[src/rtl/sim_mem_bridge_if.sv]
// Fetch and load/store valid/ready channels plus the SimMem port of sim_mem_bridge.
// The bridge takes the slave view; the core and SimMem together take the master view.
interface sim_mem_bridge_if #(
    parameter int unsigned XLEN = 64
);
    logic            imem_req_valid;
    logic            imem_req_ready;
    logic [XLEN-1:0] imem_req_addr;
    logic            imem_resp_valid;
    logic            imem_resp_ready;
    logic [31:0]     imem_resp_data;
    logic            imem_resp_err;

    logic            dmem_req_valid;
    logic            dmem_req_ready;
    logic [XLEN-1:0] dmem_req_addr;
    logic [XLEN-1:0] dmem_req_wdata;
    logic [1:0]      dmem_req_size;
    logic            dmem_req_wen;
    logic            dmem_resp_valid;
    logic            dmem_resp_ready;
    logic [XLEN-1:0] dmem_resp_rdata;
    logic            dmem_resp_err;

    logic [XLEN-1:0] sim_iaddr;
    logic [XLEN-1:0] sim_imask;
    logic [XLEN-1:0] sim_idata;
    logic [XLEN-1:0] sim_daddr;
    logic [XLEN-1:0] sim_dwdata;
    logic [XLEN-1:0] sim_dmask;
    logic [XLEN-1:0] sim_drdata;
    logic            sim_dwen;

    modport master (
        output imem_req_valid, imem_req_addr, imem_resp_ready,
        output dmem_req_valid, dmem_req_addr, dmem_req_wdata, dmem_req_size, dmem_req_wen,
        output dmem_resp_ready, sim_idata, sim_drdata,
        input  imem_req_ready, imem_resp_valid, imem_resp_data, imem_resp_err,
        input  dmem_req_ready, dmem_resp_valid, dmem_resp_rdata, dmem_resp_err,
        input  sim_iaddr, sim_imask, sim_daddr, sim_dwdata, sim_dmask, sim_dwen
    );

    modport slave (
        input  imem_req_valid, imem_req_addr, imem_resp_ready,
        input  dmem_req_valid, dmem_req_addr, dmem_req_wdata, dmem_req_size, dmem_req_wen,
        input  dmem_resp_ready, sim_idata, sim_drdata,
        output imem_req_ready, imem_resp_valid, imem_resp_data, imem_resp_err,
        output dmem_req_ready, dmem_resp_valid, dmem_resp_rdata, dmem_resp_err,
        output sim_iaddr, sim_imask, sim_daddr, sim_dwdata, sim_dmask, sim_dwen
    );
endinterface

[src/rtl/sim_mem_bridge.sv]
// Valid/ready front end for the SimMem simulation memory: one independent FSM per channel
// turns each request into a single-edge SimMem access, captures the data and responds.
module sim_mem_bridge #(
    parameter int unsigned XLEN    = 64,
    parameter int unsigned LATENCY = 0
) (
    input logic             clk,
    input logic             reset_n,
    sim_mem_bridge_if.slave bus
);
    typedef enum logic [2:0] {StIdle, StAccess, StCapture, StDelay, StResp} state_e;

    localparam logic [3:0] DelayInit = (LATENCY > 0) ? 4'(LATENCY - 1) : 4'd0;

    function automatic state_e fsm_next(state_e st, logic req_fire, logic cnt_zero,
                                        logic resp_ready);
        fsm_next = st;
        case (st)
            StIdle:    if (req_fire) fsm_next = StAccess;
            StAccess:  fsm_next = StCapture;
            StCapture: fsm_next = (LATENCY > 0) ? StDelay : StResp;
            StDelay:   if (cnt_zero) fsm_next = StResp;
            StResp:    if (resp_ready) fsm_next = StIdle;
            default:   fsm_next = StIdle;
        endcase
    endfunction

    function automatic logic d_misaligned(logic [2:0] off, logic [1:0] size);
        case (size)
            2'd0:    d_misaligned = 1'b0;
            2'd1:    d_misaligned = off[0];
            2'd2:    d_misaligned = |off[1:0];
            default: d_misaligned = |off;
        endcase
    endfunction

    // ---------------- imem channel ----------------
    state_e          r_i_state;
    state_e          w_i_state_next;
    logic [XLEN-1:0] r_i_addr;
    logic            r_i_err;
    logic [31:0]     r_i_data;
    logic [3:0]      r_i_cnt;
    logic            w_i_req_fire;

    always_comb begin
        w_i_req_fire   = bus.imem_req_valid && (r_i_state == StIdle);
        w_i_state_next = fsm_next(r_i_state, w_i_req_fire, r_i_cnt == 4'd0,
                                  bus.imem_resp_ready);
    end

    always_ff @(posedge clk or negedge reset_n) begin
        if (!reset_n) begin
            r_i_state <= StIdle;
            r_i_addr  <= '0;
            r_i_err   <= 1'b0;
            r_i_data  <= '0;
            r_i_cnt   <= '0;
        end else begin
            r_i_state <= w_i_state_next;
            if (w_i_req_fire) begin
                r_i_addr <= bus.imem_req_addr;
                r_i_err  <= |bus.imem_req_addr[1:0];
            end
            if (r_i_state == StCapture) begin
                r_i_data <= r_i_err ? 32'd0
                          : (r_i_addr[2] ? bus.sim_idata[63:32] : bus.sim_idata[31:0]);
            end
            if (r_i_state == StCapture) begin
                r_i_cnt <= DelayInit;
            end else if (r_i_state == StDelay && r_i_cnt != 4'd0) begin
                r_i_cnt <= r_i_cnt - 4'd1;
            end
        end
    end

    always_comb begin
        // Idle state is forced by reset, so ready is masked by reset_n itself
        bus.imem_req_ready  = reset_n && (r_i_state == StIdle);
        bus.imem_resp_valid = (r_i_state == StResp);
        bus.imem_resp_data  = (r_i_state == StResp) ? r_i_data : 32'd0;
        bus.imem_resp_err   = (r_i_state == StResp) && r_i_err;
        bus.sim_iaddr       = {r_i_addr[XLEN-1:3], 3'b000};
        bus.sim_imask       = (r_i_state == StAccess && !r_i_err) ? '1 : '0;
    end

    // ---------------- dmem channel ----------------
    state_e          r_d_state;
    state_e          w_d_state_next;
    logic [XLEN-1:0] r_d_addr;
    logic [XLEN-1:0] r_d_wdata;
    logic [XLEN-1:0] r_d_rdata;
    logic [1:0]      r_d_size;
    logic            r_d_wen;
    logic            r_d_err;
    logic [3:0]      r_d_cnt;
    logic            w_d_req_fire;
    logic            w_d_access;
    logic [5:0]      w_d_shamt;
    logic [XLEN-1:0] w_d_size_mask;

    always_comb begin
        w_d_req_fire = bus.dmem_req_valid && (r_d_state == StIdle);
        w_d_shamt    = {r_d_addr[2:0], 3'b000};
        case (r_d_size)
            2'd0:    w_d_size_mask = 64'h0000_0000_0000_00FF;
            2'd1:    w_d_size_mask = 64'h0000_0000_0000_FFFF;
            2'd2:    w_d_size_mask = 64'h0000_0000_FFFF_FFFF;
            default: w_d_size_mask = '1;
        endcase
        w_d_access     = (r_d_state == StAccess) && !r_d_err;
        w_d_state_next = fsm_next(r_d_state, w_d_req_fire, r_d_cnt == 4'd0,
                                  bus.dmem_resp_ready);
    end

    always_ff @(posedge clk or negedge reset_n) begin
        if (!reset_n) begin
            r_d_state <= StIdle;
            r_d_addr  <= '0;
            r_d_wdata <= '0;
            r_d_rdata <= '0;
            r_d_size  <= '0;
            r_d_wen   <= 1'b0;
            r_d_err   <= 1'b0;
            r_d_cnt   <= '0;
        end else begin
            r_d_state <= w_d_state_next;
            if (w_d_req_fire) begin
                r_d_addr  <= bus.dmem_req_addr;
                r_d_wdata <= bus.dmem_req_wdata;
                r_d_size  <= bus.dmem_req_size;
                r_d_wen   <= bus.dmem_req_wen;
                r_d_err   <= d_misaligned(bus.dmem_req_addr[2:0], bus.dmem_req_size);
            end
            if (r_d_state == StCapture) begin
                r_d_rdata <= (r_d_err || r_d_wen) ? '0
                           : (bus.sim_drdata >> w_d_shamt) & w_d_size_mask;
            end
            if (r_d_state == StCapture) begin
                r_d_cnt <= DelayInit;
            end else if (r_d_state == StDelay && r_d_cnt != 4'd0) begin
                r_d_cnt <= r_d_cnt - 4'd1;
            end
        end
    end

    always_comb begin
        bus.dmem_req_ready  = reset_n && (r_d_state == StIdle);
        bus.dmem_resp_valid = (r_d_state == StResp);
        bus.dmem_resp_rdata = (r_d_state == StResp) ? r_d_rdata : '0;
        bus.dmem_resp_err   = (r_d_state == StResp) && r_d_err;
        bus.sim_daddr       = {r_d_addr[XLEN-1:3], 3'b000};
        bus.sim_dwdata      = r_d_wdata << w_d_shamt;
        // Masks and write enable exist only in the single access cycle
        bus.sim_dmask       = w_d_access ? (w_d_size_mask << w_d_shamt) : '0;
        bus.sim_dwen        = w_d_access && r_d_wen;
    end
endmodule

[src/flat_wrapper.sv]
// flat-port wrapper written by rule: the top's interface ports become plain ports
module sim_mem_bridge_flat 
#(
    parameter int unsigned XLEN    = 64,
    parameter int unsigned LATENCY = 0
)
  (clk, reset_n, bus_imem_req_valid, bus_imem_req_addr, bus_imem_resp_ready, bus_dmem_req_valid, bus_dmem_req_addr, bus_dmem_req_wdata, bus_dmem_req_size, bus_dmem_req_wen, bus_dmem_resp_ready, bus_sim_idata, bus_sim_drdata, bus_imem_req_ready, bus_imem_resp_valid, bus_imem_resp_data, bus_imem_resp_err, bus_dmem_req_ready, bus_dmem_resp_valid, bus_dmem_resp_rdata, bus_dmem_resp_err, bus_sim_iaddr, bus_sim_imask, bus_sim_daddr, bus_sim_dwdata, bus_sim_dmask, bus_sim_dwen);
  sim_mem_bridge_if #(.XLEN(XLEN)) bus_i ();
  input logic clk;
  input logic reset_n;
  input wire logic [$bits(bus_i.imem_req_valid)-1:0] bus_imem_req_valid;
  input wire logic [$bits(bus_i.imem_req_addr)-1:0] bus_imem_req_addr;
  input wire logic [$bits(bus_i.imem_resp_ready)-1:0] bus_imem_resp_ready;
  input wire logic [$bits(bus_i.dmem_req_valid)-1:0] bus_dmem_req_valid;
  input wire logic [$bits(bus_i.dmem_req_addr)-1:0] bus_dmem_req_addr;
  input wire logic [$bits(bus_i.dmem_req_wdata)-1:0] bus_dmem_req_wdata;
  input wire logic [$bits(bus_i.dmem_req_size)-1:0] bus_dmem_req_size;
  input wire logic [$bits(bus_i.dmem_req_wen)-1:0] bus_dmem_req_wen;
  input wire logic [$bits(bus_i.dmem_resp_ready)-1:0] bus_dmem_resp_ready;
  input wire logic [$bits(bus_i.sim_idata)-1:0] bus_sim_idata;
  input wire logic [$bits(bus_i.sim_drdata)-1:0] bus_sim_drdata;
  output wire logic [$bits(bus_i.imem_req_ready)-1:0] bus_imem_req_ready;
  output wire logic [$bits(bus_i.imem_resp_valid)-1:0] bus_imem_resp_valid;
  output wire logic [$bits(bus_i.imem_resp_data)-1:0] bus_imem_resp_data;
  output wire logic [$bits(bus_i.imem_resp_err)-1:0] bus_imem_resp_err;
  output wire logic [$bits(bus_i.dmem_req_ready)-1:0] bus_dmem_req_ready;
  output wire logic [$bits(bus_i.dmem_resp_valid)-1:0] bus_dmem_resp_valid;
  output wire logic [$bits(bus_i.dmem_resp_rdata)-1:0] bus_dmem_resp_rdata;
  output wire logic [$bits(bus_i.dmem_resp_err)-1:0] bus_dmem_resp_err;
  output wire logic [$bits(bus_i.sim_iaddr)-1:0] bus_sim_iaddr;
  output wire logic [$bits(bus_i.sim_imask)-1:0] bus_sim_imask;
  output wire logic [$bits(bus_i.sim_daddr)-1:0] bus_sim_daddr;
  output wire logic [$bits(bus_i.sim_dwdata)-1:0] bus_sim_dwdata;
  output wire logic [$bits(bus_i.sim_dmask)-1:0] bus_sim_dmask;
  output wire logic [$bits(bus_i.sim_dwen)-1:0] bus_sim_dwen;
  assign bus_i.imem_req_valid = bus_imem_req_valid;
  assign bus_i.imem_req_addr = bus_imem_req_addr;
  assign bus_i.imem_resp_ready = bus_imem_resp_ready;
  assign bus_i.dmem_req_valid = bus_dmem_req_valid;
  assign bus_i.dmem_req_addr = bus_dmem_req_addr;
  assign bus_i.dmem_req_wdata = bus_dmem_req_wdata;
  assign bus_i.dmem_req_size = bus_dmem_req_size;
  assign bus_i.dmem_req_wen = bus_dmem_req_wen;
  assign bus_i.dmem_resp_ready = bus_dmem_resp_ready;
  assign bus_i.sim_idata = bus_sim_idata;
  assign bus_i.sim_drdata = bus_sim_drdata;
  assign bus_imem_req_ready = bus_i.imem_req_ready;
  assign bus_imem_resp_valid = bus_i.imem_resp_valid;
  assign bus_imem_resp_data = bus_i.imem_resp_data;
  assign bus_imem_resp_err = bus_i.imem_resp_err;
  assign bus_dmem_req_ready = bus_i.dmem_req_ready;
  assign bus_dmem_resp_valid = bus_i.dmem_resp_valid;
  assign bus_dmem_resp_rdata = bus_i.dmem_resp_rdata;
  assign bus_dmem_resp_err = bus_i.dmem_resp_err;
  assign bus_sim_iaddr = bus_i.sim_iaddr;
  assign bus_sim_imask = bus_i.sim_imask;
  assign bus_sim_daddr = bus_i.sim_daddr;
  assign bus_sim_dwdata = bus_i.sim_dwdata;
  assign bus_sim_dmask = bus_i.sim_dmask;
  assign bus_sim_dwen = bus_i.sim_dwen;
  sim_mem_bridge #(.XLEN(XLEN), .LATENCY(LATENCY)) u_core (.clk(clk), .reset_n(reset_n), .bus(bus_i));
endmodule
[config.mk]
export PLATFORM = sky130hd
export DESIGN_NAME = sim_mem_bridge_flat
export DESIGN_NICKNAME = d
export VERILOG_FILES = /design/src/rtl/sim_mem_bridge_if.sv /design/src/rtl/sim_mem_bridge.sv /design/src/flat_wrapper.sv
export SDC_FILE = /design/constraint.sdc
export NUM_CORES = 1
export LEC_CHECK = 0
export CORE_AREA = 4 4 294 296
export DETAILED_ROUTE_END_ITERATION = 7
export DIE_AREA = 0 0 298 300
export PLACE_DENSITY = 0.43
export SYNTH_ARGS = -nofsm -noshare
export SYNTH_HDL_FRONTEND = slang
export SYNTH_SLANG_ARGS = --single-unit
export TNS_END_PERCENT = 5
[constraint.sdc]
create_clock -name clk -period 8.3 [get_ports clk]
set_clock_uncertainty 0.2 [all_clocks]
set_input_delay 1.66 -clock clk [delete_from_list [all_inputs] [get_ports clk]]
set_output_delay 1.66 -clock clk [all_outputs]
set_load 0.01 [all_outputs]
# Word level (Yosys, flattened, before mapping)
# Index checks and enable logic that the tools add are counted.
# Widths: inputs -> output; s select.
# totals
ff_bits	307
wordCells	87
input_bits	329
out_inout_bits	423
# classes
mux	21
shift	3
n_eq_ne	18
add_sub_neg	2
bitwise_logic	1
reduce_logical	29
# op_table
op	n
$mux 64	4
$pmux 64 s3	1
$shl 64x6->64	2
$mux 32	3
$and 64x64->64	1
$shr 64x6->64	1
$pmux 3 s5	2
$mux 3	6
$mux 4	4
$eq 3x2->1 const B	4
$logic_and 1x1->1	11
$logic_not 4->1	2
$ne 2x1->1 const B	4
$reduce_bool 4->1	2
$sub 4x1->4 const B	2
$eq 3x1->1 const B	2
$eq 3x3->1 const B	2
$logic_not 3->1	2
$reduce_and 3->1	2
$eq 2x1->1 const B	2
$eq 2x2->1 const B	2
$logic_not 2->1	2
$ne 2x2->1 const B	2
$reduce_bool 2->1	2
5 further kinds	7

# Longest topological paths before layout
# Gate-level depths: netlist (run 1).
# logic_depth
depth_word	4
ltp_mapped	9
ltp_nobuf	5

# Worst setup path before layout (run 1)
# Ideal clock, no wire load.
# synth_path
kind	flip-flop to output port
startpoint	reg u_core.r_i_err
endpoint	out bus_sim_imask[10]
path_buffers	3
path_stages_with_launch	5
arrival_time_ns	3.185
required_ns	6.440
path_slack_ns	3.255
cell_sequence	dfrtp_1 > clkbuf_1 > clkbuf_1 > nor2_1 > buf_4
# synth_between
elab_chain_len	3
# synth_lines
element	line_no	text
start, declared	sim_mem_bridge.sv:41	logic r_i_err;
start signal, assigned	sim_mem_bridge.sv:63	r_i_err <= |bus.imem_req_addr[1:0];
$logic_not 1->1	sim_mem_bridge.sv:84	bus.sim_imask = (r_i_state == StAccess && !r_i_err) ? '1 : '0;
$logic_and 1x1->1	sim_mem_bridge.sv:84	
$mux 64	sim_mem_bridge.sv:84	
end, declared	flat_wrapper.sv:31	output wire logic [$bits(bus_i.sim_imask)-1:0] bus_sim_imask;
# Every way passes these cells.

# Final worst setup path (run 1)
# layout_path
startpoint	reg u_core.r_d_addr[1]
endpoint	out bus_sim_dmask[35]
# layout_between
elab_chain_len	2
# layout_lines
element	line_no	text
start, declared	sim_mem_bridge.sv:90	logic [XLEN-1:0] r_d_addr;
start signal, assigned	sim_mem_bridge.sv:129	r_d_addr <= bus.dmem_req_addr;
$shl 64x6->64	sim_mem_bridge.sv:155	bus.sim_dmask = w_d_access ? (w_d_size_mask << w_d_shamt) : '0;
$mux 64	sim_mem_bridge.sv:155	
end, declared	flat_wrapper.sv:34	output wire logic [$bits(bus_i.sim_dmask)-1:0] bus_sim_dmask;
# Every way passes these cells.

==> impl_metrics.env, run 1 <==
export IMPL_status="complete, no violations"
export IMPL_remaining_drc_errors=0
export IMPL_ctsResizeCount=0
export IMPL_start_util_pct=21.8
export IMPL_required_ns=6.44
export IMPL_cp_top_family="buffers and inverters"
export IMPL_cp_cell_sequence="buf_4, or2_2, a221oi_1, a211oi_1, clkdlybuf4s50_1"
export IMPL_tritoncts="done"
export IMPL_cts_buffer_depth=3
export IMPL_clkLatencyLatePin_ns=0.55
export IMPL_syn_area_um2=18200
export IMPL_async_flop_share_pct=100
export IMPL_clk_pin_slew_ns=0.06
export IMPL_wl_per_cell_um=23.2
export IMPL_design_die_area_um2=89400
export IMPL_ant_nets=0
export IMPL_grt_pass1_wl_um=106000
export IMPL_hold_viol=0
export IMPL_path_class="reg2out"
export IMPL_cp_num_buf_inv=2
export IMPL_synth_area_leaders="dfrtp_1 (42%), mux2_2 (14%), buf_4 (11%), and2_1 (3.9%), mux4_2 (3.5%)"
export IMPL_ir_drop_mv=0.273
export IMPL_yosysTopAreaCell="dfrtp_1"
export IMPL_drtIter0Drc=800
export IMPL_synth_top_family_by_area="multiplexers"
export IMPL_rsz0062_at_grt="no"
export IMPL_synthXorXnorAreaFrac_pct=0
export IMPL_dp_cells=3097
export IMPL_power_mw=9.57
export IMPL_relSlewSlack_pct=16.4
export IMPL_ys_ff_latch=305
export IMPL_setup_tns_ns=0
export IMPL_die_h_um=300
export IMPL_muxShareOfSynthArea_pct=23.4
export IMPL_seq_area_frac_synth_pct=41.9
export IMPL_drive_gt1_share_pct=17.8
export IMPL_ys_warnings_count=0
export IMPL_core_um2=83600
export IMPL_setup_viol=0
export IMPL_post_cts_buffers=0
export IMPL_hpwl_um=56200
export IMPL_drt_total_wl_um=73900
export IMPL_fin_crit_sh_pct=72.3
export IMPL_chipWidth_um=298
export IMPL_fillers=8516
export IMPL_power_leakage_nw=10.2
export IMPL_first_global_vias=15000
export IMPL_slowest_stage="dfrtp_4"
export IMPL_clock_sinks=305
export IMPL_boundaryPins=752
export IMPL_start_kind="register"
export IMPL_layout_nets=2394
export IMPL_place_gp_congestion=0.828
export IMPL_hp_class="reg2reg"
export IMPL_vias=14300
export IMPL_cts_root_buf="clkbuf_16"
export IMPL_firstDrtPassIters=5
export IMPL_holdBufCountCts=0
export IMPL_tightestPinTransition_ns=1.25
export IMPL_syn_avg_cell_area_um2=11.2
export IMPL_final_cells=3184
export IMPL_synth_simple_gate_area_share_pct=11.0
export IMPL_via_per_inst=4.48
export IMPL_fin_crit_ns=6.00
export IMPL_cts_made_buffers=42
export IMPL_fmax_ghz=0.167
export IMPL_worstPathArrival_ns=4.14
export IMPL_grt_overflow=0
export IMPL_yosysTopAreaCellShare_pct=41.9
export IMPL_fp_row_count=106
export IMPL_p_per_area_nw_per_um2=367
export IMPL_grt_max_degree=137
export IMPL_syn2layout_area_growth_pct=43.3
export IMPL_port_buffers=745
export IMPL_synth_distinct_cells=58
export IMPL_synth_compound_area_share_pct=9.14
export IMPL_cp_max_fo=72
export IMPL_synth_ff_type="dfrtp_1"
export IMPL_synth_fa_ha_area_share_pct=0.275
export IMPL_final_max_slew_viol_count=0
export IMPL_htree_levels=2
export IMPL_crit_path_max_incr_delay_ns=0.81
export IMPL_worstSetupEndpointType="output pin"
export IMPL_synthCells=1622
export IMPL_antenna_found_initial=20
export IMPL_cap_violations=0
export IMPL_synth_edf_count=0
export IMPL_finalHoldWorstSlack_ns=0.265
export IMPL_grt_use_total_pct=15.8
-- worst reg2reg max path: stages, from the launching register on --
cell and delay, ns:
dfrtp_2 1.06, clkinv_1 0.72, buf_4 0.47, and4_1 0.51, a32o_1 0.40
-- sequential cells by signal (all words and copies together) (netlist names) --
name,flops
u_core.r_d_err,1
u_core.r_d_state,3
u_core.r_i_state,3
u_core.r_i_cnt,4
u_core.r_i_addr,62
u_core.r_i_data,32
u_core.r_d_rdata,64
u_core.r_i_err,1
u_core.r_d_wdata,64
u_core.r_d_size,2
u_core.r_d_addr,64
u_core.r_d_wen,1
u_core.r_d_cnt,4
-- power by group --
group	internal, mW	leakage [nW]	switching, mW
Sequential	2.13	3.78	0.658
Combinational	2.66	5.73	2.37
Clock	1.05	0.660	0.702
-- final cells by class --
type                       instances  area, um2  area share [%]
clock inverter                    11       67.6           0.259
multi-input combinational        936       8050            30.9
antenna                           15       37.5           0.144
clock buffer                      61       1260            4.85
inverter                          11       41.3           0.158
tap                             1080       1350            5.18
sequential                       305       7640            29.3
timing repair buffer             765       7620            29.2
-- per-layer routing --
layer	GRT usage, %	part of all wire [%]	wire length (um)	up-vias
li1	-	-	-	6489
met2	27.0	50	36700	518
met1	19.3	41	30200	7172
met4	4.66	2.6	1960	0
met3	4.41	6.9	5110	80
met5	0	0	0	-
-- worst paths after layout --
path | from | endpoint | slack [ns] | cells past startpoint
worst max register to register | u_core.r_d_addr[2] | u_core.r_d_rdata[59] | 4.82 | 4
min in group asynchronous | reset_n | u_core.r_i_addr[63] | 0.81 | 1
max in group asynchronous | reset_n | u_core.r_d_addr[58] | 5.12 | 3
worst min register to register | u_core.r_i_data[22] | u_core.r_i_data[22] | 0.27 | 2
worst max-delay path | u_core.r_d_addr[1] | bus_sim_dmask[35] | 2.30 | 5
worst min-delay path | u_core.r_i_data[22] | u_core.r_i_data[22] | 0.27 | 2
-- logic make-up after synthesis --
kind of cell / count (synthesis)
adders and majority gates: 4
AOI/OAI and AO/OA: 221
other: 1
muxes: 329
and+or+nand+nor: 376
buffers and inverters: 386
DFF: 305
-- synth_stat cells (10+ instances only) --
cell      number
mux2i_1       49
a22oi_1       17
a211oi_1      19
mux2_2       232
nand4_1       10
o32ai_1       16
a32o_1        15
o31ai_1       39
nor2b_1       10
nand2_1       90
clkbuf_1      46
mux4_1        20
nand3_1       10
buf_4        268
and2_1       114
dfrtp_1      305
o21ai_0       33
mux4_2        28
nor3_1        10
buf_2         45
a21oi_1       19
nor2_1        72
-- per-stage QoR --
stage                     setup WS [ns]  area [um2]  util, %
after global placement             2.91       24700     29.6
after global routing               1.90       26100     31.2
after detailed placement           2.82       24700     29.6
after floorplan                    3.26       18200        -
after CTS                          2.20       26000     31.2
final                              2.30       26100     31.2
-- layout by cell type (no fill, tap or decap), types with 10 or more instances in the layout --
master	Yosys	final
clkbuf_16	0	43
nand4_1	10	10
nor2_1	72	71
a32o_1	15	15
clkdlybuf4s50_1	0	744
mux2_2	232	232
and2_1	114	114
o31ai_1	39	39
a22oi_1	17	17
clkbuf_8	0	12
dfrtp_1	305	302
a211oi_1	19	19
buf_4	268	19
nor3_1	10	10
mux4_2	28	28
mux2i_1	49	49
mux4_1	20	20
o32ai_1	16	16
nand3_1	10	10
a21oi_1	19	19
diode_2	0	15
nand2_1	90	90
o21ai_0	33	33
(Power assumes the default switching activity.)
==> run 2: changes to the inputs <==
CORE_AREA = 4 4 292 294   (was 4 4 294 296)
DIE_AREA = 0 0 296 298   (was 0 0 298 300)
PLACE_DENSITY = 0.45   (was 0.43)
clock period = 5.5 ns   (was 8.3 ns; I/O delays follow)
==> run 2 against run 1 <==
Compared with the run above: combinational power up 53%; largest power group unchanged; final area is 0.48% higher; highest routed layer is now met5; setup slack worse by 1.7 ns; sequential power is 50% higher; global-route usage about the same; via count up 0.25%; sequential share of layout area down 0.14 points; critical path depth down 1; non-clock buffer count rose by 4; register-to-register slack worse by 2.5 ns; routed wire length shrank 1.8%; utilization rose by 0.40 points.
==> impl_metrics.env, run 2 (synthesis gave the netlist of run 1 again) <==
export IMPL_tritoncts="done"
export IMPL_cp_num_buf_inv=1
export IMPL_firstDrtPassIters=4
export IMPL_boundaryPins=752
export IMPL_worstPathArrival_ns=3.59
export IMPL_grt_overflow=0
export IMPL_start_util_pct=22.0
export IMPL_cap_violations=0
export IMPL_fp_row_count=106
export IMPL_ff2ff_setup_slack_ns=2.32
export IMPL_chipWidth_um=296
export IMPL_grt_pass1_wl_um=104000
export IMPL_path_class="reg2out"
export IMPL_crit_path_max_incr_delay_ns=0.89
export IMPL_power_leakage_nw=10.2
export IMPL_grt_use_total_pct=15.7
export IMPL_slowest_stage="a211oi_1"
export IMPL_syn2layout_area_growth_pct=44.0
export IMPL_cp_cell_sequence="or3b_1, or3_1, a211oi_1, clkdlybuf4s50_1"
export IMPL_hold_viol=0
export IMPL_reg_largest_list="u_core.r_d_addr: 64 flops, u_core.r_d_rdata: 64 flops, u_core.r_d_wdata: 64 flops"
export IMPL_grt_max_degree=140
export IMPL_worstSetupEndpointType="output pin"
export IMPL_fillers=8419
export IMPL_final_max_slew_viol_count=0
export IMPL_drt_total_wl_um=72600
export IMPL_place_gp_congestion=0.831
export IMPL_tightestPinTransition_ns=1.20
export IMPL_layout_nets=2397
export IMPL_vias=14300
export IMPL_setup_tns_ns=0
export IMPL_hp_class="in2async"
export IMPL_drtIter0Drc=865
export IMPL_wl_per_cell_um=22.8
export IMPL_first_global_vias=14800
export IMPL_die_h_um=298
export IMPL_p_per_area_nw_per_um2=558
export IMPL_crit_cells=4
export IMPL_cts_made_buffers=41
export IMPL_dpl_cell_area_um2=24800
export IMPL_port_buffers=745
export IMPL_fin_crit_ns=4.89
export IMPL_ant_nets=0
export IMPL_fin_crit_sh_pct=88.9
export IMPL_reg2regPathDepth=5
export IMPL_required_ns=4.20
export IMPL_r2r_start="u_core.r_d_addr[1]"
export IMPL_power_mw=14.6
export IMPL_cts_root_buf="clkbuf_16"
export IMPL_via_per_inst=4.49
export IMPL_drive_gt1_share_pct=18.2
export IMPL_start_kind="register"
export IMPL_ctsResizeCount=0
export IMPL_relSlewSlack_pct=19.4
export IMPL_ir_drop_mv=0.512
export IMPL_htree_levels=2
export IMPL_mostFrequentLayoutCells="clkdlybuf4s50_1 (744), dfrtp_1 (302), mux2_2 (232), and2_1 (114), nand2_1 (90)"
export IMPL_clock_sinks=305
export IMPL_final_util_pct=31.6
export IMPL_core_um2=82900
export IMPL_fmax_ghz=0.205
export IMPL_layout_commonest_cell="clkdlybuf4s50_1"
export IMPL_rsz0062_at_grt="no"
export IMPL_remaining_drc_errors=0
export IMPL_holdBufCountCts=0
export IMPL_status="complete, no violations"
export IMPL_post_cts_buffers=0
export IMPL_clk_pin_slew_ns=0.06
export IMPL_antenna_found_initial=20
export IMPL_hpwl_um=55000
export IMPL_cp_max_fo=9
export IMPL_cp_top_family="compound AO/OA/AOI/OAI gates"
export IMPL_design_die_area_um2=88200
export IMPL_setup_viol=0
export IMPL_cts_buffer_depth=3
export IMPL_timing_rr_end="u_core.r_d_rdata[12]"
export IMPL_postLayoutCellArea_um2=26200
export IMPL_startpoint="u_core.r_d_state[0]"
export IMPL_finalHoldWorstSlack_ns=0.258
export IMPL_clkLatencyLatePin_ns=0.57
run 2: changes by cell type in the layout (fill, tap and decap cells not counted):
cell / previous run / this run
diode_2: 15 / 9
buf_12: 1 / 4
clkinv_2: 7 / 6
buf_4: 19 / 20
clkbuf_16: 43 / 41
clkbuf_1: 6 / 3
clkinv_4: 1 / 3
bufinv_16: 0 / 2
clkinv_8: 0 / 2
clkinvlp_4: 2 / 4
clkbuf_8: 12 / 13
run 2: worst reg2reg max path: stages, from the launching register on:
cell and delay, ns:
dfrtp_4 0.72, buf_4 0.52, buf_4 0.57, nand2b_1 0.50
a211oi_1 0.39, o41ai_1 0.11
run 2: area by class of cell:
class                   count  area [um2]  share of cell area, %
flip-flops and latches    305        7640                   29.2
inverters                  11        41.3                  0.158
clock buffers              57        1220                   4.64
repair buffers            769        7690                   29.4
multi-input cells         936        8050                   30.7
well taps                1080        1350                   5.16
clock inverters            18         188                  0.716
diodes                      9        22.5                 0.0860
run 2: through the flow:
stage | std cells | worst slack [ns]
floorplan | 1627 | 1.02
global placement | 3101 | 1.33
detailed placement | 3101 | 1.23
CTS | 3176 | 0.552
global route | 3178 | 0.358
finish | 3185 | 0.612
run 2: worst max-delay path by stage:
stage	end
after CTS	bus_sim_dmask[16]
after floorplan	bus_sim_imask[10]
after global placement	bus_sim_dmask[16]
after detailed placement	bus_sim_dmask[16]
after global routing	bus_sim_dmask[47]
final	bus_sim_dmask[16]
run 2: metal layers:
layer	global-route usage, %	vias up	part of all wire, %
met3	4.73	89	8.3
met4	3.41	10	1.9
met1	19.4	7159	40
li1	-	6467	-
met2	27.1	569	50
met5	0.111	-	0.077
run 2: power by group:
group	switching [mW]	total [mW]	internal, mW
sequential	0.960	4.18	3.22
clock	1.12	2.77	1.65
combinational	3.64	7.68	4.04
==> run 3: changes to the inputs <==
ABC_AREA = 0   (was default)
==> results of run 3 <==
The final DEF is identical to that of run 2; final timing and power are the same.
